File: config.mk
export PLATFORM = sky130hd
export DESIGN_NAME = lbp_window_gen_flat
export DESIGN_NICKNAME = d
export VERILOG_FILES = /design/src/rtl/lbp_window_gen_pkg.sv /design/src/rtl/lbp_window_gen_if.sv /design/src/rtl/lbp_window_gen_line_buf.sv /design/src/rtl/lbp_window_gen.sv /design/src/flat_wrapper.sv
export SDC_FILE = /design/constraint.sdc
export NUM_CORES = 1
export LEC_CHECK = 0
export BUFFER_PORTS_ARGS = -buffer_cell sky130_fd_sc_hd__buf_2
export CORE_MARGIN = 1
export CORE_UTILIZATION = 50
export CTS_CLUSTER_DIAMETER = 150
export DETAILED_ROUTE_END_ITERATION = 7
export PLACE_DENSITY = 0.75
export SETUP_SLACK_MARGIN = 0.2
export SLEW_MARGIN = 0
export SYNTH_ARGS = -nofsm -noshare
export SYNTH_HDL_FRONTEND = slang
export SYNTH_SLANG_ARGS = --single-unit
File: constraint.sdc
create_clock -name clk -period 2.4 [get_ports clk]
set_input_delay 0.48 -clock clk [delete_from_list [all_inputs] [get_ports clk]]
set_output_delay 0.48 -clock clk [all_outputs]
set_load 0.1 [all_outputs]
File: src/rtl/lbp_window_gen_pkg.sv
// Shared constants for the LBP window generator: default image geometry,
// 3x3 window slot indices and a counter-width helper.
package lbp_pkg;

    localparam int unsigned DEF_IMG_W = 64;
    localparam int unsigned DEF_IMG_H = 64;
    localparam int unsigned DEF_PIX_W = 8;

    // Window slots, row-major, top-left first; WIN_C is the centre pixel.
    localparam int unsigned WIN_TL = 0;
    localparam int unsigned WIN_T  = 1;
    localparam int unsigned WIN_TR = 2;
    localparam int unsigned WIN_L  = 3;
    localparam int unsigned WIN_C  = 4;
    localparam int unsigned WIN_R  = 5;
    localparam int unsigned WIN_BL = 6;
    localparam int unsigned WIN_B  = 7;
    localparam int unsigned WIN_BR = 8;
    localparam int unsigned WIN_N  = 9;

    // Bits needed to count 0..n-1, never less than one.
    function automatic int unsigned cnt_w(input int unsigned n);
        return (n <= 2) ? 1 : $clog2(n);
    endfunction

endpackage

File: src/rtl/lbp_window_gen_if.sv
// Pixel stream in, 3x3 window stream out. The master drives pixels and
// observes windows; the slave is the window generator itself.
interface lbp_window_gen_if
    import lbp_pkg::*;
#(
    parameter int unsigned PIX_W = DEF_PIX_W,
    parameter int unsigned ROW_W = cnt_w(DEF_IMG_H),
    parameter int unsigned COL_W = cnt_w(DEF_IMG_W)
);

    logic                   in_valid;
    logic [PIX_W-1:0]       in_image;
    logic                   win_valid;
    logic [WIN_N*PIX_W-1:0] win_pix;
    logic [ROW_W-1:0]       cen_row;
    logic [COL_W-1:0]       cen_col;
    logic                   frame_done;

    modport master (
        output in_valid, in_image,
        input  win_valid, win_pix, cen_row, cen_col, frame_done
    );

    modport slave (
        input  in_valid, in_image,
        output win_valid, win_pix, cen_row, cen_col, frame_done
    );

endinterface

File: src/rtl/lbp_window_gen_line_buf.sv
// Shift-enabled register delay line: dout_o is the value written DEPTH
// enabled cycles earlier.
module lbp_line_buf #(
    parameter int unsigned DEPTH = 64,
    parameter int unsigned WIDTH = 8
) (
    input  logic             clk,
    input  logic             rst_n,
    input  logic             en_i,
    input  logic [WIDTH-1:0] din_i,
    output logic [WIDTH-1:0] dout_o
);

    logic [WIDTH-1:0] mem_q [DEPTH];

    // Shift one place on every enabled cycle; hold otherwise.
    always_ff @(posedge clk or negedge rst_n) begin
        if (!rst_n) begin
            for (int i = 0; i < DEPTH; i++) begin
                mem_q[i] <= '0;
            end
        end else if (en_i) begin
            mem_q[0] <= din_i;
            for (int i = 1; i < DEPTH; i++) begin
                mem_q[i] <= mem_q[i-1];
            end
        end
    end

    assign dout_o = mem_q[DEPTH-1];

endmodule

File: src/rtl/lbp_window_gen.sv
// Raster pixel stream to 3x3 neighbourhood converter. Two line delay lines
// supply the two rows above the incoming pixel; a 3x3 register shifts in one
// column per accepted pixel. Border centres are masked from win_valid.
module lbp_window_gen
    import lbp_pkg::*;
#(
    parameter int unsigned IMG_W = DEF_IMG_W,
    parameter int unsigned IMG_H = DEF_IMG_H,
    parameter int unsigned PIX_W = DEF_PIX_W
) (
    input logic             clk,
    input logic             rst_n,
    lbp_window_gen_if.slave bus
);

    localparam int unsigned ROW_W = cnt_w(IMG_H);
    localparam int unsigned COL_W = cnt_w(IMG_W);

    logic             accept;
    logic [PIX_W-1:0] lb0_out;
    logic [PIX_W-1:0] lb1_out;

    logic [COL_W-1:0] col_q, col_d;
    logic [ROW_W-1:0] row_q, row_d;
    logic             col_last, row_last;
    logic             win_ok;

    logic [PIX_W-1:0] win_q [WIN_N];
    logic             win_valid_q;
    logic [ROW_W-1:0] cen_row_q;
    logic [COL_W-1:0] cen_col_q;
    logic             frame_done_q;

    assign accept   = bus.in_valid;
    assign col_last = (col_q == COL_W'(IMG_W - 1));
    assign row_last = (row_q == ROW_W'(IMG_H - 1));
    // Centre (row-1, col-1) is interior only once two full rows and columns are in.
    assign win_ok   = (row_q >= ROW_W'(2)) && (col_q >= COL_W'(2));

    // LB0 yields the pixel one row above, LB1 the pixel two rows above.
    lbp_line_buf #(
        .DEPTH (IMG_W),
        .WIDTH (PIX_W)
    ) u_lb0 (
        .clk    (clk),
        .rst_n  (rst_n),
        .en_i   (accept),
        .din_i  (bus.in_image),
        .dout_o (lb0_out)
    );

    lbp_line_buf #(
        .DEPTH (IMG_W),
        .WIDTH (PIX_W)
    ) u_lb1 (
        .clk    (clk),
        .rst_n  (rst_n),
        .en_i   (accept),
        .din_i  (lb0_out),
        .dout_o (lb1_out)
    );

    // Raster position of the pixel about to be accepted.
    always_comb begin
        col_d = col_q;
        row_d = row_q;
        if (accept) begin
            if (col_last) begin
                col_d = '0;
                row_d = row_last ? '0 : row_q + ROW_W'(1);
            end else begin
                col_d = col_q + COL_W'(1);
            end
        end
    end

    // Counter state.
    always_ff @(posedge clk or negedge rst_n) begin
        if (!rst_n) begin
            col_q <= '0;
            row_q <= '0;
        end else begin
            col_q <= col_d;
            row_q <= row_d;
        end
    end

    // Window register: shift left one column, new column {LB1, LB0, in} on the right.
    always_ff @(posedge clk or negedge rst_n) begin
        if (!rst_n) begin
            for (int k = 0; k < WIN_N; k++) begin
                win_q[k] <= '0;
            end
        end else if (accept) begin
            win_q[WIN_TL] <= win_q[WIN_T];
            win_q[WIN_T]  <= win_q[WIN_TR];
            win_q[WIN_TR] <= lb1_out;
            win_q[WIN_L]  <= win_q[WIN_C];
            win_q[WIN_C]  <= win_q[WIN_R];
            win_q[WIN_R]  <= lb0_out;
            win_q[WIN_BL] <= win_q[WIN_B];
            win_q[WIN_B]  <= win_q[WIN_BR];
            win_q[WIN_BR] <= bus.in_image;
        end
    end

    // Registered window qualifiers; centre coordinates hold between windows.
    always_ff @(posedge clk or negedge rst_n) begin
        if (!rst_n) begin
            win_valid_q  <= 1'b0;
            cen_row_q    <= '0;
            cen_col_q    <= '0;
            frame_done_q <= 1'b0;
        end else begin
            win_valid_q  <= accept && win_ok;
            frame_done_q <= accept && row_last && col_last;
            if (accept && win_ok) begin
                cen_row_q <= row_q - ROW_W'(1);
                cen_col_q <= col_q - COL_W'(1);
            end
        end
    end

    // Pack window slots onto the output bus.
    always_comb begin
        bus.win_pix = '0;
        for (int k = 0; k < WIN_N; k++) begin
            bus.win_pix[PIX_W*k +: PIX_W] = win_q[k];
        end
    end

    assign bus.win_valid  = win_valid_q;
    assign bus.cen_row    = cen_row_q;
    assign bus.cen_col    = cen_col_q;
    assign bus.frame_done = frame_done_q;

endmodule

File: src/flat_wrapper.sv
// flat-port wrapper written by rule: the top's interface ports become plain ports
module lbp_window_gen_flat import lbp_pkg::*;
#(
    parameter int unsigned IMG_W = DEF_IMG_W,
    parameter int unsigned IMG_H = DEF_IMG_H,
    parameter int unsigned PIX_W = DEF_PIX_W
)
  (clk, rst_n, bus_in_valid, bus_in_image, bus_win_valid, bus_win_pix, bus_cen_row, bus_cen_col, bus_frame_done);
  lbp_window_gen_if #(.PIX_W(PIX_W), .ROW_W(6), .COL_W(6)) bus_i ();
  input logic clk;
  input logic rst_n;
  input wire logic [$bits(bus_i.in_valid)-1:0] bus_in_valid;
  input wire logic [$bits(bus_i.in_image)-1:0] bus_in_image;
  output wire logic [$bits(bus_i.win_valid)-1:0] bus_win_valid;
  output wire logic [$bits(bus_i.win_pix)-1:0] bus_win_pix;
  output wire logic [$bits(bus_i.cen_row)-1:0] bus_cen_row;
  output wire logic [$bits(bus_i.cen_col)-1:0] bus_cen_col;
  output wire logic [$bits(bus_i.frame_done)-1:0] bus_frame_done;
  assign bus_i.in_valid = bus_in_valid;
  assign bus_i.in_image = bus_in_image;
  assign bus_win_valid = bus_i.win_valid;
  assign bus_win_pix = bus_i.win_pix;
  assign bus_cen_row = bus_i.cen_row;
  assign bus_cen_col = bus_i.cen_col;
  assign bus_frame_done = bus_i.frame_done;
  lbp_window_gen #(.IMG_W(IMG_W), .IMG_H(IMG_H), .PIX_W(PIX_W)) u_core (.clk(clk), .rst_n(rst_n), .bus(bus_i));
endmodule
==> results of run 1 <==
-- cell families after synthesis --
family / count (synthesis)
muxes: 1061
buffers and inverters: 177
adders and majority gates: 6
DFF: 1074
AOI/OAI and AO/OA: 11
xor gates and xnor gates: 13
and+or+nand+nor: 36
-- cells in the final DEF, fill, tap and decap left out, drive strengths merged, types with 2 or more instances in the layout --
cell      synthesis  layout
and3              4       4
buf             147     175
bufinv            0       8
clkbuf           23     150
clkinv            0      28
clkinvlp          0       2
dfrtp          1074    1074
ha                6       6
inv               7      11
mux2           1058    1058
mux2i             3       3
nand2            13      13
nand3             5       5
nor2              6       6
nor3              2       2
o21ai             5       5
xnor2             6       6
xor2              7       7
-- what timing repair did --
item / 4_1_cts / 5_1_grt
endpoints found under the setup margin: 1 / 0
hold buffers: 1 / 0
resized for setup: 1 / 0
hold endpoints to repair: 31 / 0
-- worst register-to-register path, cell delays in order (launching register included) --
cell,delay [ns]
dfrtp_1,0.47
or4_4,0.57
o311ai_4,0.22
buf_4,0.27
mux2_2,0.37
-- cell type report --
cell class	count	area share
inverter	7	0.0005740
clock inverter	42	0.01142
sequential	1074	0.5871
tap	1050	0.02870
clock buffer	150	0.06570
timing repair buffer	176	0.03509
multi-input combinational	1127	0.2714
-- where the power goes --
group	internal [W]	switching [W]	total, W	leakage [nW]
sequential	0.0199	0.000943	0.0209	14.6
combinational	0.00196	0.00224	0.00419	6.89
clock	0.00964	0.00676	0.0164	1.74
-- per-stage QoR --
step,cell area [µm²],hold WS [ns],worst slack (ns)
6_report,45780,0.05731,0.2568
5_1_grt,45780,0.05076,0.2090
4_1_cts,45780,0.01736,0.2168
3_5_place_dp,42240,0.3951,0.4013
3_3_place_gp,42240,0.3875,0.4226
2_1_floorplan,40290,0.1844,0.5026
-- worst max-delay path by stage --
| stage | end | cells past startpoint |
|---|---|---|
| 3_5_place_dp | u_core.bus.cen_col[5] | 4 |
| 5_1_grt | bus_win_pix[35] | 1 |
| 3_3_place_gp | u_core.bus.cen_row[5] | 4 |
| 4_1_cts | bus_win_pix[35] | 1 |
| 6_report | bus_win_pix[35] | 1 |
| 2_1_floorplan | u_core.bus.cen_col[0] | 4 |
-- state kept, by name (all words and copies together), names as in the netlist --
signal                 count
u_core.bus.win_pix        72
u_core.u_lb0.dout_o        8
u_core.row_q               6
u_core.bus.win_valid       1
u_core.u_lb1.dout_o        8
u_core.u_lb1.mem_q       480
u_core.bus.cen_col         6
u_core.col_q               6
u_core.bus.cen_row         6
u_core.bus.frame_done      1
u_core.u_lb0.mem_q       480
-- layer usage --
layer	GRT usage	part of all wire
met5	0	0
met4	0.04479	0.020
met3	0.02903	0.039
met2	0.2321	0.49
met1	0.1952	0.45
==> impl_metrics.csv, run 1 <==
group,metric,value,unit
routing,drt_iter0_markers,714,
routing,first_pass_iters,4,
routing,wirelength,56.37,mm
hold_path,hold_depth,2,
setup_path,reg2reg_from,"u_core.row_q[3]",
cts,clock_latency,0.66,ns
setup_path,reg2reg_to,"u_core.bus.cen_col[5]",
logic_synthesis,synth.yosys.seq_area_share,0.6671,
setup_path,path_max_fanout,3,
die,dieArea,81710,µm²
routing,drc,0,
setup_path,critPathLaunchType,"flip-flop",
sta,fmax,466.6,MHz
cts,h-tree-depth,3,
cts,cts_setup_buffers,0,
flow_run,maxCapViolCount,0,
routing,antenna_left,0,
final_layout,final_core_util,0.5767,
logic_synthesis,syn_nets,2395,
logic_synthesis,ys_seq_elements,1074,
die,die_w,285.9,µm
global_route,first_global_vias,20342,
logic_synthesis,ys_async_sr_fraction,1.000,
hold_path,hp-class,"in2reg",
setup_path,rrSetupSlack,0.38,ns
global_route,gr-total-overflow,0,
logic_synthesis,synth_compound_area_frac,0.002205,
power,powerDensity,905.3,nW/µm²
final_layout,drive_gt1_frac,0.5450,
sta,min_period,2.143,ns
die,start_util,0.5075,
global_route,antenna_found_initial,0,
setup_path,endpoint_kind,"output port",
logic_synthesis,yosys.area_share.simple,0.004410,
sta,hold_violations,0,
setup_path,worstSetupPathType,"reg2out",
outcome,status,"finished, final reports clean",
sta,final.setup.tns,0,ns
logic_synthesis,syn_area,40290,µm²
setup_path,cp_slowest_stage_delay,0.51,ns
logic_synthesis,synth_top_family_by_area,"multiplexers",
global_route,grt_pass1_wl,99.41,mm
die,pin_count,97,
logic_synthesis,synthTopCellsByArea,"dfrtp_1, mux2_2, buf_2, buf_4, mux2_4",
global_route,grt_util_all_layers,0.1432,
sta,finClkSkew,0.02743,ns
setup_path,slowest_stage,"dfrtp_1",
cts,numCtsBuffers,105,
cts,cts-root-buf,"clkbuf_16",
setup_path,reg2regPathDepth,4,
place,port_buffers,96,
place,place.gp.congestion,0.7580,
hold_path,min_from,"bus_in_image[3]",
logic_synthesis,synthMuxAreaShare,0.2971,
sta,slew_headroom,0.5015,
logic_synthesis,synth_commonest_cells,"dfrtp_1, mux2_2, buf_2",
routing,wl_per_cell,15.55,µm
sta,worstMarginPinSlew,0.7478,ns
setup_path,cp_cell_sequence,"buf_2",
logic_synthesis,synth_xor_area_frac,0.002826,
die,die_y,285.9,µm
logic_synthesis,yosysTopAreaCell,"dfrtp_1",
logic_synthesis,synth_enable_flop_cells,0,
setup_path,cp.required,1.92,ns
global_route,grt_max_degree,138,
setup_path,cp.arrival,1.66,ns
power,ir_drop,0.9977,mV
hold_path,holdPathEnd,"u_core.bus.win_pix[67]",
die,core,79390,µm²
routing,dr_total_vias,18487,
final_layout,num-nets-final,2508,
logic_synthesis,synth_fa_ha_area_frac,0.001863,
die,rows,103,
power,leakage,23.22,nW
cts,cts_tree,"yes",
logic_synthesis,synth.avg_cell_area,16.94,µm²
final_layout,diodes,0,
final_layout,fill_cells,5897,
place,hpwl,34.32,mm
cts,cts.path.max_buffers,3,
cts,clock_sinks,1074,
cts,clk_pin_slew_worst_paths,0.06,ns
logic_synthesis,yosys_warnings,0,
logic_synthesis,yosysTopAreaCellShare,0.6671,
logic_synthesis,synth_most_common_cell,"dfrtp_1",
sta,min_period_over_period,0.8930,
logic_synthesis,syn_inst,2378,
sta,report.final.slew_viol_count,0,
final_layout,regArea,26880,µm²
sta,setup_viol,0,
setup_path,timing.critical_path.from,"u_core.bus.win_pix[35]",
final_layout,area_growth,13.63,%
final_layout,multi_input_area,12430,µm²
place,place_inst,3433,
logic_synthesis,synth_flop_cell,"dfrtp_1",
power,finalPower,0.04145,W
sta,rsz0062_at_grt,"false",
logic_synthesis,synth.distinct_cells,32,
routing,vias_per_cell,5.098,
setup_path,crit_family,"flip-flops",
setup_path,crit_buf_inv,1,
final_layout,finalNonFillerCells,3626,
Note: power is estimated with default switching activity, not from simulation.
==> run 2, diff against run 1 <==
--- a/config.mk
+++ b/config.mk
@@ -11,7 +11,6 @@
 export CTS_CLUSTER_DIAMETER = 150
 export DETAILED_ROUTE_END_ITERATION = 7
 export PLACE_DENSITY = 0.75
-export SETUP_SLACK_MARGIN = 0.2
 export SLEW_MARGIN = 0
 export SYNTH_ARGS = -nofsm -noshare
 export SYNTH_HDL_FRONTEND = slang
==> constraint.sdc (replaced) <==
create_clock -name clk -period 2.8 [get_ports clk]
set_input_delay 0.56 -clock clk [delete_from_list [all_inputs] [get_ports clk]]
set_output_delay 0.56 -clock clk [all_outputs]
set_load 0.1 [all_outputs]
==> impl_metrics.csv, run 2 (synthesized netlist as in run 1, its figures left out) <==
group,metric,value,unit
final_layout,final_cell_mix,"dfrtp_1, mux2_2, clkbuf_16",
routing,drc,0,
place,place_inst,3420,
routing,first_pass_iters,4,
routing,wl_met3,2.051,mm
place,place.gp.congestion,0.7616,
power,ir_drop,0.6674,mV
setup_path,rrSetupSlack,0.51,ns
final_layout,final_common_cell,"dfrtp_1",
setup_path,worstSetupPathType,"reg2reg",
routing,dr_wl_met2,27.43,mm
die,start_util,0.5075,
global_route,grt_pass1_wl,99.73,mm
sta,final.setup.tns,0,ns
global_route,gr-total-overflow,0,
routing,drt-met1-wl,25.12,mm
setup_path,reg2reg_from,"u_core.row_q[1]",
die,core,79390,µm²
sta,min_period,2.294,ns
routing,antenna_left,0,
setup_path,timing.critical_path.from,"u_core.row_q[1]",
cts,numCtsBuffers,105,
setup_path,endpoint_kind,"flip-flop",
setup_path,crit_buf_inv,0,
setup_path,path_depth,3,
die,die_w,285.9,µm
setup_path,reg2reg_to,"u_core.bus.cen_row[0]",
setup_path,cp-endpoint,"u_core.bus.cen_row[0]",
routing,wirelength,55.90,mm
routing,drt_iter0_markers,754,
sta,fmax,436.0,MHz
sta,hold_violations,0,
setup_path,cp.arrival,2.83,ns
sta,slew_headroom,0.4510,
routing,vias_per_cell,5.122,
die,pin_count,97,
sta,min_period_over_period,0.8192,
final_layout,num-nets-final,2495,
place,hpwl,33.96,mm
final_layout,multi_input_area,12430,µm²
cts,cts-root-buf,"clkbuf_16",
die,rows,103,
place,port_buffers,96,
final_layout,regArea,26880,µm²
setup_path,crit_family,"compound AO/OA/AOI/OAI gates",
routing,dr_total_vias,18532,
final_layout,area_growth,13.45,%
cts,h-tree-depth,3,
sta,report.final.slew_viol_count,0,
setup_path,reg2regPathDepth,3,
die,die_y,285.9,µm
hold_path,hp-class,"in2reg",
outcome,status,"finished, final reports clean",
cts,cts_tree,"yes",
flow_run,maxCapViolCount,0,
global_route,grt_util_all_layers,0.1443,
setup_path,cp_slowest_stage_delay,0.70,ns
cts,cts.path.max_buffers,3,
setup_path,slowest_stage,"o311ai_4",
power,powerDensity,785.0,nW/µm²
final_layout,diodes,0,
cts,clock_latency,0.65,ns
sta,setup_viol,0,
sta,rsz0062_at_grt,"false",
final_layout,drive_gt1_frac,0.5444,
final_layout,fill_cells,5925,
setup_path,cp_cell_sequence,"or4_4 -> o311ai_4 -> mux2_2",
power,leakage,23.18,nW
routing,top_layer,"met4",
setup_path,path_max_fanout,13,
cts,clock_sinks,1074,
sta,worstMarginPinSlew,0.8215,ns
global_route,antenna_found_initial,0,
cts,clk_pin_slew_worst_paths,0.06,ns
global_route,first_global_vias,20409,
global_route,grt_max_degree,141,
setup_path,critPathLaunchType,"flip-flop",
die,dieArea,81710,µm²
final_layout,finalNonFillerCells,3618,
routing,wl_per_cell,15.45,µm
sta,finClkSkew,0.01191,ns
setup_path,cp.required,3.33,ns
==> run 2: cell count changes in the layout (fill, tap and decap cells not counted), sizes merged <==
cell      change
clkbuf        +8
buf          -13
bufinv        +1
clkinvlp      +1
clkinv        -9
inv           +4
==> run 2: per-layer routing <==
layer,vias to the layer above,global-route usage
li1,8520,-
met1,9681,0.1937
met2,224,0.2367
met3,107,0.02687
met4,0,0.05013
met5,-,0
==> run 2: metrics by stage <==
stage               worst slack (ns)  total power [W]  hold WS [ns]  area (µm²)    util
global placement              0.6221          0.02149        0.4516       42050  0.5297
global route                  0.4236          0.03747        0.1100       45710  0.5757
finish                        0.5063          0.03588        0.1388       45710  0.5757
detailed placement            0.5285          0.02178        0.4522       42050  0.5297
floorplan                     0.9026          0.02077        0.2644       40290       -
CTS                           0.5013          0.03641       0.08671       45710  0.5757
==> run 2: worst min path at each step <==
stage                    start                      end  cells after the start
4_1_cts        bus_in_image[7]   u_core.bus.win_pix[71]                      2
6_report       bus_in_image[7]   u_core.bus.win_pix[71]                      2
3_5_place_dp             rst_n  u_core.u_lb0.mem_q[111]                      1
2_1_floorplan            rst_n    u_core.bus.cen_col[0]                      0
5_1_grt        bus_in_image[7]   u_core.bus.win_pix[71]                      2
3_3_place_gp             rst_n  u_core.u_lb0.mem_q[111]                      1
==> run 2: layout make-up <==
| class | count | share of cell area |
|---|---|---|
| flip-flops and latches | 1074 | 0.5880 |
| multi-input cells | 1127 | 0.2719 |
| clock buffers | 158 | 0.06841 |
| repair buffers | 163 | 0.03104 |
| well taps | 1050 | 0.02874 |
| clock inverters | 39 | 0.01133 |
| inverters | 7 | 0.0005749 |
==> run 2: power by group <==
group	leakage [nW]	switching, W	internal, W
clock network	1.80	0.00583	0.00860
logic	6.80	0.00193	0.00166
registers	14.6	0.000806	0.0171
==> run 2: timing repair <==
action / 4_1_cts / 5_1_grt
hold buffers: 1 / 0
endpoints found under the hold margin: 16 / 0
setup buffers: 0 / 0
gates resized for setup: 0 / 0
